--- src/rtl/iter_shift_reg.sv ---
// Multicycle iterative shift/rotate unit: loads an operand, applies one 1-bit
// step per clock, then holds the result for the register-write-data mux.
module iter_shift_reg #(
  parameter int unsigned DATA_W  = 32,
  parameter int unsigned SHAMT_W = 5
) (
  input  logic               clk,
  input  logic               reset,
  input  logic               start,
  input  logic [2:0]         shift_op,
  input  logic [DATA_W-1:0]  data_in,
  input  logic [SHAMT_W-1:0] shamt,
  output logic               busy,
  output logic               done,
  output logic [DATA_W-1:0]  shift_out
);

  typedef enum logic [1:0] {
    IDLE  = 2'd0,
    SHIFT = 2'd1,
    DONE  = 2'd2
  } state_t;

  typedef enum logic [2:0] {
    OP_LOAD = 3'd0,
    OP_SLL  = 3'd1,
    OP_SRL  = 3'd2,
    OP_SRA  = 3'd3,
    OP_ROR  = 3'd4,
    OP_ROL  = 3'd5
  } op_t;

  state_t             state;
  op_t                op;
  logic [SHAMT_W-1:0] cnt;

  // Reserved encodings 11x collapse onto LOAD.
  function automatic op_t decode(input logic [2:0] code);
    op_t r;
    case (code)
      3'd1:    r = OP_SLL;
      3'd2:    r = OP_SRL;
      3'd3:    r = OP_SRA;
      3'd4:    r = OP_ROR;
      3'd5:    r = OP_ROL;
      default: r = OP_LOAD;
    endcase
    return r;
  endfunction

  function automatic logic [DATA_W-1:0] step(input logic [DATA_W-1:0] s, input op_t o);
    logic [DATA_W-1:0] r;
    case (o)
      OP_SLL:  r = {s[DATA_W-2:0], 1'b0};
      OP_SRL:  r = {1'b0, s[DATA_W-1:1]};
      OP_SRA:  r = {s[DATA_W-1], s[DATA_W-1:1]};
      OP_ROR:  r = {s[0], s[DATA_W-1:1]};
      OP_ROL:  r = {s[DATA_W-2:0], s[DATA_W-1]};
      default: r = s;
    endcase
    return r;
  endfunction

  always_ff @(posedge clk or posedge reset) begin
    if (reset) begin
      state     <= IDLE;
      op        <= OP_LOAD;
      cnt       <= '0;
      shift_out <= '0;
      busy      <= 1'b0;
      done      <= 1'b0;
    end else begin
      case (state)
        SHIFT: begin
          shift_out <= step(shift_out, op);
          cnt       <= cnt - SHAMT_W'(1);
          if (cnt == SHAMT_W'(1)) begin
            state <= DONE;
            busy  <= 1'b0;
            done  <= 1'b1;
          end
        end
        default: begin
          // IDLE and DONE both accept a new request, giving back-to-back chaining.
          if (start) begin
            shift_out <= data_in;
            cnt       <= shamt;
            op        <= decode(shift_op);
            if (decode(shift_op) == OP_LOAD || shamt == '0) begin
              state <= DONE;
              busy  <= 1'b0;
              done  <= 1'b1;
            end else begin
              state <= SHIFT;
              busy  <= 1'b1;
              done  <= 1'b0;
            end
          end else begin
            state <= IDLE;
            busy  <= 1'b0;
            done  <= 1'b0;
          end
        end
      endcase
    end
  end

endmodule
--- config.mk ---
export PLATFORM = sky130hd
export DESIGN_NAME = iter_shift_reg
export DESIGN_NICKNAME = d
export VERILOG_FILES = /design/src/rtl/iter_shift_reg.sv
export SDC_FILE = /design/constraint.sdc
export NUM_CORES = 1
export LEC_CHECK = 0
export BUFFER_PORTS_ARGS = -buffer_cell sky130_fd_sc_hd__buf_2
export CELL_PAD_IN_SITES_DETAIL_PLACEMENT = 1
export CELL_PAD_IN_SITES_GLOBAL_PLACEMENT = 1
export CORE_ASPECT_RATIO = 0.75
export CORE_MARGIN = 1.5
export CORE_UTILIZATION = 34
export DETAILED_ROUTE_END_ITERATION = 10
export GPL_TIMING_DRIVEN = 0
export PLACE_DENSITY = 0.88
export SYNTH_ARGS = -nofsm -noshare
export SYNTH_HDL_FRONTEND = slang
export SYNTH_SLANG_ARGS = --single-unit
--- constraint.sdc ---
create_clock -name clk -period 1.7 [get_ports clk]
set_clock_uncertainty 0.1 [all_clocks]
set_input_delay 0.34 -clock clk [delete_from_list [all_inputs] [get_ports clk]]
set_output_delay 0.34 -clock clk [all_outputs]
set_load 0.02 [all_outputs]
==> impl_metrics.tcl <==
set metrics [dict create \
    rsz0062_at_grt "true" \
    max_freq_mhz 528 \
    synth_largest_area_cell "dfrtp_1" \
    cts_root_buf "clkbuf_8" \
    slew_viol_final 0 \
    via_count 2659 \
    r2r_start "op[1]" \
    cts_made_buffers 5 \
    clk_pin_slew_worst_paths_ns 0.09 \
    wl_per_cell_um 21.4 \
    cts_tree "done" \
    die_width_um 101 \
    synth.avg_cell_area_um2 9.24 \
    routabilityCongestion 0.825 \
    design_area_um2 3670 \
    numPortBuffers 76 \
    synthesis.area_um2 2450 \
    vias_per_cell 5.77 \
    ant_nets 0 \
    synth-async-reset-ratio 1.00 \
    synth_nets 313 \
    clock_sinks 42 \
    ys_top_cells_by_area "dfrtp_1 43%, a221oi_1 11%, o31ai_1 8.9%, nand3_1 6.5%, nor2_1 6.4%" \
    min_path_type "primary input to async pin" \
    reg2regPathDepth 8 \
    r2r_end "shift_out[1]" \
    synth.top_cell.area_share 0.429 \
    dieArea_um2 7730 \
    synth_cells 265 \
    cap_violations 0 \
    ctsHoldBuffers 0 \
    run_status "complete, but fails checks" \
    tightest_slew_ns 0.935 \
    core_um2 6900 \
    grt-ovfl-total 0 \
    place_area_um2 2970 \
    n_fill_cell 812 \
    cp-endpoint "shift_out[1]" \
    final_util 0.532 \
    dr.pass1.iters 4 \
    crit_fanout 5 \
    insertedDiodeCount 0 \
    relSlewSlack 0.376 \
    grt_start_max_net_pins 43 \
    synth_edf_count 0 \
    period_share 1.11 \
    pre_cts_slack_ns -0.316 \
    violations "negative setup slack" \
    fin_nets 411 \
    yosys_warnings 0 \
    netlist-cell-type-count 42 \
    rows 26 \
    area_delta_synth_final_pct 49.7 \
    dr.first_iter.drc_count 118 \
    rrSetupSlack_ns -0.19 \
    ys_ff_latch 42 \
    grt_pass1_wl_mm 14.6 \
    htreeDepth 2 \
    clock_latency_ns 0.31 \
    ys_seq_area_frac 0.429 \
    synth_common_cells "42 x dfrtp_1, 42 x nor2_1, 32 x nand3_1, 30 x a221oi_1, 29 x o31ai_1" \
    startpoint "op[1]" \
    dp_hpwl_mm 6.01 \
    synthFlopType "dfrtp_1" \
    initial_core_util 0.355 \
    tns_ns -4.66 \
    arrival_ns 2.00 \
    worst_slack_ns -0.193 \
    drc 0 \
    crit_path_end_kind "register" \
    drive_above_1_share 0.521 \
    start_kind "register" \
    worst_ep_required_time_ns 1.80 \
    criticalPathCategory "register to register" \
    grt_pass1_vias 2809 \
    ios 77 \
    die_y_um 76.5 \
    grt_util_all_layers 0.244 \
    antenna_found_initial 0 \
    min_period_ns 1.89 \
    finalSetupViolCount 32 \
    hold_viol_final 0 \
    ctsLongestPathBuffers 2 \
    wirelength_mm 9.87 \
]
[state kept, by name (all words and copies together), names as in the netlist]
register,cells
cnt,5
shift_out,32
op,3
state,2
[layout by cell type, fill, tap and decap left out, types with 4 or more instances in the layout]
cell type and n:
a221oi_4 7, buf_6 10, buf_4 16, o31ai_2 20, dfrtp_1 40, nand2_1 8
nand3_1 32, a221oi_2 21, inv_1 5, a21oi_1 6, buf_2 81, o31ai_1 8
o21ai_0 8, nor2_1 40, clkbuf_2 5, ha_1 4, clkbuf_8 6
[cell families (layout without fill, tap and decap cells)]
family / after synthesis / in the layout / share of synthesized area
muxes: 1 / 1 / 0.00460
AOI/OAI and AO/OA: 90 / 90 / 0.287
and+or+nand+nor: 94 / 94 / 0.178
adders and majority gates: 5 / 5 / 0.0255
DFF: 42 / 42 / 0.429
buffers and inverters: 33 / 131 / 0.0761
[per-stage QoR]
stage | hold slack (ns) | instances
after floorplan | 0.369 | 265
after global placement | 0.420 | 439
after detailed placement | 0.433 | 439
after CTS | 0.165 | 457
after global routing | 0.189 | 461
final | 0.130 | 461
[timing repair]
item | in CTS | in global routing
buffers inserted | 10 | 4
gates resized for setup | 53 | 42
setup endpoints to repair | 39 | 36
pin swaps | 11 | 24
cloned | 1 | 0
endpoints found under the hold margin | 0 | 0
[layout make-up]
type,count,area [um2],area share
clock inverters,1,30.0,0.00819
multi-input cells,190,1650,0.450
inverters,7,26.3,0.00716
clock buffers,6,82.6,0.0225
repair buffers,91,500,0.136
plain buffers,26,200,0.0546
flip-flops and latches,42,1050,0.287
well taps,98,123,0.0334
[worst min path at each step]
stage | start | to | slack [ns] | cells past startpoint
finish | reset | shift_out[27] | 0.13 | 2
global route | reset | shift_out[27] | 0.19 | 2
detailed placement | cnt[3] | cnt[3] | 0.43 | 2
CTS | reset | shift_out[17] | 0.16 | 2
global placement | cnt[3] | cnt[3] | 0.42 | 2
floorplan | shamt[2] | cnt[2] | 0.37 | 2
[worst max-delay path, stage by stage (launching register included)]
cell and delay (ns):
dfrtp_2 0.41, inv_2 0.07, ha_4 0.30, nor2_4 0.05
a21o_4 0.25, buf_6 0.16, buf_6 0.11, a221oi_2 0.26
o31ai_2 0.08
[layer usage]
metal	share of wire	routed length, um	GRT usage	up-vias
met1	0.43	4260	0.318	1359
li1	-	-	-	1204
met5	0	0	0	-
met2	0.51	5040	0.414	87
met3	0.045	448	0.0450	9
met4	0.012	122	0.0653	0
Power is left out: the tool's default activity adds up to more than one toggle a clock period on the data nets, which glitch-free logic cannot reach.
